## config.mk

```make
export PLATFORM = sky130hd
export DESIGN_NAME = decoded_inst_queue
export DESIGN_NICKNAME = d
export VERILOG_FILES = /design/src/rtl/decoded_inst_queue.sv
export SDC_FILE = /design/constraint.sdc
export NUM_CORES = 2
export LEC_CHECK = 0
export CAP_MARGIN = 20
export CELL_PAD_IN_SITES_DETAIL_PLACEMENT = 0
export CELL_PAD_IN_SITES_GLOBAL_PLACEMENT = 2
export CORE_ASPECT_RATIO = 1.5
export CORE_MARGIN = 5
export CORE_UTILIZATION = 43
export DETAILED_ROUTE_END_ITERATION = 12
export PLACE_DENSITY = 0.75
export RECOVER_POWER = 100
export SYNTH_ARGS = -nofsm -noshare
export SYNTH_HDL_FRONTEND = slang
export SYNTH_SLANG_ARGS = --single-unit
```

## constraint.sdc

```tcl
create_clock -name clk -period 7.5 [get_ports clk]
set_input_delay 2.25 -clock clk [delete_from_list [all_inputs] [get_ports clk]]
set_output_delay 2.25 -clock clk [all_outputs]
set_load 0.02 [all_outputs]
```

## src/rtl/decoded_inst_queue.sv

```systemverilog
// Dual-lane in-order queue between decode and issue. Holds a branch back from
// issue until its delay slot is also queued.
package decoded_inst_queue_pkg;
  typedef logic [31:0] virt_t;

  typedef struct packed {
    logic [5:0] op;
    logic [4:0] rs;
    logic [4:0] rt;
    logic [4:0] rd;
    logic       is_br_op;
    logic       is_mem_op;
  } decoded_inst_t;

  typedef struct packed {
    logic       valid;
    logic [4:0] code;
  } exception_t;
endpackage

module decoded_inst_queue_chk (
  input logic       clk,
  input logic       reset,
  input logic       flush,
  input logic [1:0] out_valid,
  input logic [1:0] issue_cnt
);
  // issue may never take more entries than are presented
  always_ff @(posedge clk) begin
    if (!reset && !flush) begin
      assert ({1'b0, issue_cnt} <= ({2'b00, out_valid[0]} + {2'b00, out_valid[1]}));
    end
  end
endmodule

module decoded_inst_queue
  import decoded_inst_queue_pkg::*;
#(
  parameter int DEPTH = 16
) (
  input  logic                clk,
  input  logic                reset,
  input  logic                flush,
  input  logic [1:0]          in_valid,
  input  virt_t         [1:0] in_pc,
  input  decoded_inst_t [1:0] in_inst,
  input  exception_t    [1:0] in_ex,
  output logic                in_ready,
  output logic [1:0]          out_valid,
  output virt_t         [1:0] out_pc,
  output decoded_inst_t [1:0] out_inst,
  output exception_t    [1:0] out_ex,
  input  logic [1:0]          issue_cnt
);
  localparam int PW = $clog2(DEPTH);
  localparam int CW = PW + 1;

  typedef struct packed {
    virt_t         pc;
    decoded_inst_t inst;
    exception_t    ex;
  } entry_t;

  entry_t        mem [DEPTH];
  logic [PW-1:0] head;
  logic [PW-1:0] tail;
  logic [PW-1:0] head1;
  logic [PW-1:0] tail1;
  logic [CW-1:0] count;
  logic [CW-1:0] space;
  logic [1:0]    push_n;
  logic [1:0]    pop_n;
  logic [1:0]    avail;
  logic          push_en;
  logic          br0;
  logic          br1;

  assign head1    = head + PW'(1);
  assign tail1    = tail + PW'(in_valid[0]);
  assign space    = CW'(DEPTH) - count;
  assign in_ready = (space >= CW'(2));
  assign push_en  = in_ready && !flush && !reset;
  assign push_n   = push_en ? (2'(in_valid[0]) + 2'(in_valid[1])) : 2'd0;
  assign br0      = mem[head].inst.is_br_op;
  assign br1      = mem[head1].inst.is_br_op;
  assign avail    = 2'(out_valid[0]) + 2'(out_valid[1]);
  assign pop_n    = (issue_cnt > avail) ? avail : issue_cnt;

  // head window presented to issue, with delay-slot gating
  always_comb begin
    out_pc[0]   = mem[head].pc;
    out_pc[1]   = mem[head1].pc;
    out_inst[0] = mem[head].inst;
    out_inst[1] = mem[head1].inst;
    out_ex[0]   = mem[head].ex;
    out_ex[1]   = mem[head1].ex;
    if (count == CW'(0)) begin
      out_valid = 2'b00;
    end else if (br0 && (count == CW'(1))) begin
      out_valid = 2'b00;
    end else if (br1 && (count == CW'(2))) begin
      out_valid = 2'b01;
    end else begin
      out_valid = {(count >= CW'(2)), 1'b1};
    end
  end

  // pointers and occupancy; flush and reset drop everything including this cycle's push
  always_ff @(posedge clk) begin
    if (reset || flush) begin
      head  <= '0;
      tail  <= '0;
      count <= '0;
    end else begin
      head  <= head + PW'(pop_n);
      tail  <= tail + PW'(push_n);
      count <= count + CW'(push_n) - CW'(pop_n);
    end
  end

  // compacting write: valid lanes land at tail, tail+1 in lane order
  always_ff @(posedge clk) begin
    if (push_en && in_valid[0]) begin
      mem[tail] <= '{pc: in_pc[0], inst: in_inst[0], ex: in_ex[0]};
    end
    if (push_en && in_valid[1]) begin
      mem[tail1] <= '{pc: in_pc[1], inst: in_inst[1], ex: in_ex[1]};
    end
  end

  decoded_inst_queue_chk u_chk (
    .clk       (clk),
    .reset     (reset),
    .flush     (flush),
    .out_valid (out_valid),
    .issue_cnt (issue_cnt)
  );
endmodule

```

After elaboration in Yosys (flattened, before gate mapping)
Memories as Yosys holds them, arrays and structs flattened. A register that Yosys moved wholly into a read port is not among the register bits.
Cells that the tools add are included.
{ "word_totals": {"output_inout_bits": 125, "in_bits": 129, "elab_cells": 38, "ff_bits": 13, "n_memories": 1, "ramBits": 976} }
{ "mem_list": {"columns": ["memory", "depth", "word_bits", "rd", "rd_clocked_by_memory_dff", "write_ports", "line", "source"], "rows": [
  ["mem", 16, 61, 2, 1, 2, "64", "entry_t mem [DEPTH];"]
]} }
{ "op_classes": {"n_mux": 10, "reduce_logical": 10, "n_eq_ne": 2, "n_lt_le_gt_ge": 3, "add_sub_neg": 9} }
{ "op_table": {"columns": ["operator", "n"], "rows": [
  ["$ge 5x2->1 const B", 2],
  ["$mux 2", 5],
  ["$add 4x2->4", 2],
  ["$logic_and 1x1->1", 6],
  ["$add 5x2->5", 1],
  ["$eq 5x1->1 const B", 1],
  ["$eq 5x2->1 const B", 1],
  ["$logic_not 5->1", 1],
  ["$sub 5x2->5", 1],
  ["$sub 5x5->5 const A", 1],
  ["$add 1x1->2", 2],
  ["$add 4x1->4", 1],
  ["$add 4x1->4 const B", 1],
  ["$mux 1", 4],
  ["$mux 4", 1],
  ["$gt 2x2->1", 1],
  ["$logic_not 1->1", 2],
  ["$logic_or 1x1->1", 1]
]} }

Logic depth before layout (Yosys ltp)
An unclocked memory read counts as a cell.
{ "logic_depth": {"word_depth": 11, "mapped_depth": 22, "mapped_depth_nobuf": 20} }

Worst setup path after synthesis
No wires, ideal clock.
{ "synth_timing": {"path_kind": "input to register", "startpoint": "in flush", "endpoint": "mem mem[0][0] (netlist bit) (enable)", "setup_time_ns": 0.564, "path_slack_ns": -0.167, "t_required_ns": 6.936, "arrival_time_ns": 7.103, "n_path_buf": 0, "stages": 3, "path_cell_list": "nor2_1 nand4b_1 o21ai_0"} }
{ "synth_rtl": {"columns": ["element", "line", "source"], "rows": [
  ["start, declared", "43", "input logic flush,"],
  ["end, declared", "64", null]
]} }

==> impl_table.tex <==
\begin{tabular}{lr}
\hline
Metric & Value \\
\hline
\multicolumn{2}{l}{\textbf{STA}} \\
Final Hold Vio Count & 0 \\
Final clock skew & 34.2 ps \\
Final worst slack & 238 ps \\
Max-slew violation count & 1248 \\
Maximum achievable frequency & 138 MHz \\
Setup Total Neg Slack & 0 ps \\
Clock period minus worst slack & 7260 ps \\
Total setup violations reported at the end of the flow & 0 \\
Setup repair after global routing missed its margin & no \\
Worst rel slew slack & -123\% \\
Share of the cycle needed by the critical path after routing & a little over nine tenths \\
Transition at the pin with the smallest max-transition slack & 3340 ps \\
\multicolumn{2}{l}{\textbf{Power}} \\
PD cells & 259 nW/um\^{}2 \\
Leakage power summed over all cells & 0.0198 uW \\
Maximum ir drop on the vdd rail & about 300 uV \\
Design Power & about 17000 uW \\
\multicolumn{2}{l}{\textbf{Job}} \\
Max cap viols & 39 \\
\multicolumn{2}{l}{\textbf{Global route}} \\
Global-route congestion overflow total & 0 \\
Initial antenna violation count & 35 \\
Wire length of the first global-routing pass & 264 mm \\
GRT Resource Usage Total & 25.7\% \\
Maximum number of pins on one net before global-route repair & 130 \\
Via count of the first global-routing pass & 37000 \\
\multicolumn{2}{l}{\textbf{Hold path}} \\
Hold Path Depth & 2 \\
Classification of the worst-slack hold path & register to register \\
\multicolumn{2}{l}{\textbf{Clock network}} \\
Clock tree from TritonCTS & built \\
\# H-tree levels & 3 \\
Maximum clock insertion buffer count & 3 \\
TritonCTS Buffers & 102 \\
Number of post-CTS setup repair buffers & 0 \\
Clk sink count & 989 \\
Hold-fix buffers, CTS & 0 \\
Worst skew pair latency & 730 ps \\
Number of cells upsized or downsized after cts & 0 \\
Buffer type at the clock tree root & sky130\_fd\_sc\_hd\_\_clkbuf\_16 \\
Clock transition at path regs & 60 ps \\
\multicolumn{2}{l}{\textbf{Place}} \\
Worst setup slack before clock tree synthesis & 1330 ps \\
Global placement routability congestion & approximately 0.8 \\
\# port buffers & 253 \\
Placed wire-length estimate & a little over 100 mm \\
\multicolumn{2}{l}{\textbf{Finish}} \\
Growth of design area from synthesis to finish & 11.7\% \\
Fillers & 11200 \\
Footprint of the flip-flops and latches & roughly 30000 um\^{}2 \\
Fraction of final layout cells sized beyond drive strength 1 & 50.2\% \\
Fin nets & roughly 3500 \\
Multi-input combinational cell area & 26400 um\^{}2 \\
\multicolumn{2}{l}{\textbf{Worst setup path}} \\
Category of the most critical setup path & input port to register \\
Largest fanout on the critical path & 39 \\
Cell depth of the worst setup path & 8 \\
Startpoint type of the worst setup path & input port \\
Kind of end point of the critical path & register \\
Family with the most delay on the worst path & simple AND/OR/NAND/NOR gates \\
Most used cell, CP & sky130\_fd\_sc\_hd\_\_ha\_1 \\
Cell-by-cell trace of the critical path & dlygate4sd3\_1, ha\_1, ha\_1, nand2b\_1, o32ai\_1, nand3\_1, clkbuf\_4, mux2\_1 \\
Slack of the worst reg-to-reg path & 720 ps \\
Length in cells of the worst reg-to-reg path & 10 \\
CP required & 7960 ps \\
Critical Path Slowest Stage Cell & sky130\_fd\_sc\_hd\_\_nand3\_1 \\
CP Data Arrival Time & 7720 ps \\
Crit path largest cell delay & 1680 ps \\
Crit path buffers/inverters & 2 \\
\multicolumn{2}{l}{\textbf{Synthesis}} \\
Synth async-reset ratio & 0\% \\
Cell taking the most area after synthesis & sky130\_fd\_sc\_hd\_\_edfxtp\_1 \\
Mapped Area & 58000 um\^{}2 \\
\#FFs+latches synth & 989 \\
Dominant cells by area after synthesis & sky130\_fd\_sc\_hd\_\_edfxtp\_1 (51\%), sky130\_fd\_sc\_hd\_\_mux4\_2 (21\%), sky130\_fd\_sc\_hd\_\_mux2\_2 (19\%) \\
Synth top area share & between 50\% and 60\% \\
Yosys warns & 0 \\
Dominant synthesized flop cell & sky130\_fd\_sc\_hd\_\_edfxtp\_1 \\
Library cells used by synthesis & a little under 60 \\
Number of synthesized flops with an enable pin & 976 \\
Post-synthesis sequential area ratio & 51.0\% \\
Synth Area per Inst & 17.4 um\^{}2 \\
Post-synthesis instance total & 3332 \\
Synthesized Nets & 3488 \\
\multicolumn{2}{l}{\textbf{Die}} \\
Ports placed on the boundary & roughly 250 \\
Die Area & 143000 um\^{}2 \\
Vert. Die Dim & 460 um \\
Area of the core region & approximately 130000 um\^{}2 \\
Cell row count & 165 \\
Die Wd & between 300 and 400 um \\
Initial Util & 43.2\% \\
\multicolumn{2}{l}{\textbf{Routing}} \\
Iter 0 DRT Violations & 3321 \\
Routed length per instance & 35.3 um \\
Routed vias/inst & 6.58 \\
Detailed-route via count & 34400 \\
DRC violations left & 0 \\
DRT Wirelength & 184 mm \\
Antenna-violating nets left & 0 \\
TritonRoute pass-1 iters & 5 \\
\multicolumn{2}{l}{\textbf{Run status}} \\
Violations in the final reports & max-capacitance violations, max-slew violations \\
Result of the run & finished with violations \\
\hline
\end{tabular}
[metrics by stage]
stage,std cells,area [um^2],utilization (%),hold WS (ps)
after floorplan,3332,58000,-,574
after global placement,5024,62000,46.2,632
after detailed placement,5029,62100,46.2,650
after CTS,5216,65500,48.8,657
after global routing,5220,64800,48.2,709
final,5227,64800,48.2,655
[report_power, final]
group	internal, uW	switching [uW]	leakage [uW]
combinational	2510	2680	0.00924
clock	3000	2270	0.00167
sequential	6190	102	0.00890
total	11700	5060	0.0198
[layer usage]
metal	routed length, um	vias to the layer above	track usage [%]
met1	70200	18500	32.5
li1	-	13900	-
met4	6320	32	8.58
met2	92800	1595	43.6
met5	221	-	0
met3	14900	388	6.07
[cell families after synthesis]
family,share of synthesized area (%)
DFF,51.0
buffers and inverters,3.63
adders and majority gates,0.634
xor gates and xnor gates,0.151
AOI/OAI and AO/OA,1.93
muxes,41.1
and+or+nand+nor,1.56
[state kept, by name (all words and copies together) (netlist names)]
| signal | count |
|---|---|
| mem | 976 |
| count | 5 |
| head | 4 |
| tail | 4 |
[placed cells by master, fill, tap and decap left out, drive strengths merged, types with 3 or more instances in the layout]
cell,instances
mux2,977
edfxtp,976
mux4,546
clkbuf,176
clkdlybuf4s50,140
dlygate4sd3,113
a211oi,60
a21oi,57
mux2i,56
and2,53
clkinv,52
nand2,29
buf,24
ha,23
inv,22
nor2,16
nor2b,15
bufinv,14
a31oi,13
dfxtp,13
diode,10
o21bai,9
nand3,8
o21ai,8
and3,7
xnor2,6
nand3b,4
xor2,4
fa,4
nor3,4
o211ai,4
o211a,4
nand2b,3
[area by class of cell]
class	count	share of cell area [%]
Inverter	20	0.118
Antenna cell	10	0.0386
Timing Repair Buffer	336	4.92
Sequential cell	989	45.6
Clock inverter	70	1.16
Clock buffer	117	4.06
Multi-Input combinational cell	1932	40.7
Tap cell	1753	3.38
[worst register-to-register path: stages (launching register included)]
cell and delay (ps):
sky130_fd_sc_hd__dfxtp_1 440, sky130_fd_sc_hd__inv_1 120, sky130_fd_sc_hd__ha_1 220, sky130_fd_sc_hd__and2_1 170, sky130_fd_sc_hd__ha_1 280, sky130_fd_sc_hd__o2111ai_2 80, sky130_fd_sc_hd__clkbuf_1 1000, sky130_fd_sc_hd__nand3_1 520
sky130_fd_sc_hd__o21bai_1 1600, sky130_fd_sc_hd__clkbuf_1 1040, sky130_fd_sc_hd__clkbuf_4 870
[cells in the mapped netlist (2+ instances only)]
cell and count:
sky130_fd_sc_hd__dfxtp_1 13, sky130_fd_sc_hd__fa_1 4, sky130_fd_sc_hd__inv_1 19, sky130_fd_sc_hd__and2_1 52
sky130_fd_sc_hd__mux2_2 961, sky130_fd_sc_hd__o211a_1 4, sky130_fd_sc_hd__o211ai_2 4, sky130_fd_sc_hd__nand2b_1 3
sky130_fd_sc_hd__buf_6 31, sky130_fd_sc_hd__mux2_1 16, sky130_fd_sc_hd__o21ai_0 8, sky130_fd_sc_hd__ha_1 23
sky130_fd_sc_hd__a31oi_1 13, sky130_fd_sc_hd__nor4_1 2, sky130_fd_sc_hd__mux2i_1 56, sky130_fd_sc_hd__nand3b_1 4
sky130_fd_sc_hd__o21bai_1 9, sky130_fd_sc_hd__nand2_1 29, sky130_fd_sc_hd__buf_1 2, sky130_fd_sc_hd__edfxtp_1 976
sky130_fd_sc_hd__nor3_1 3, sky130_fd_sc_hd__and3_1 7, sky130_fd_sc_hd__nand3_4 3, sky130_fd_sc_hd__clkbuf_1 181
sky130_fd_sc_hd__buf_4 43, sky130_fd_sc_hd__a211oi_1 60, sky130_fd_sc_hd__nor2b_1 15, sky130_fd_sc_hd__xor2_1 4
sky130_fd_sc_hd__nor2_1 16, sky130_fd_sc_hd__nand4_1 2, sky130_fd_sc_hd__nand3_1 4, sky130_fd_sc_hd__a21oi_1 57
sky130_fd_sc_hd__buf_2 133, sky130_fd_sc_hd__xnor2_1 6, sky130_fd_sc_hd__mux4_2 546
[worst paths after layout]
kind,startpoint,end
max,in_valid[0],mem[5][55]
min,tail[3],tail[3]
max reg2reg,count[1],mem[14][23]
min reg2reg,tail[3],tail[3]
(Power assumes the default switching activity.)
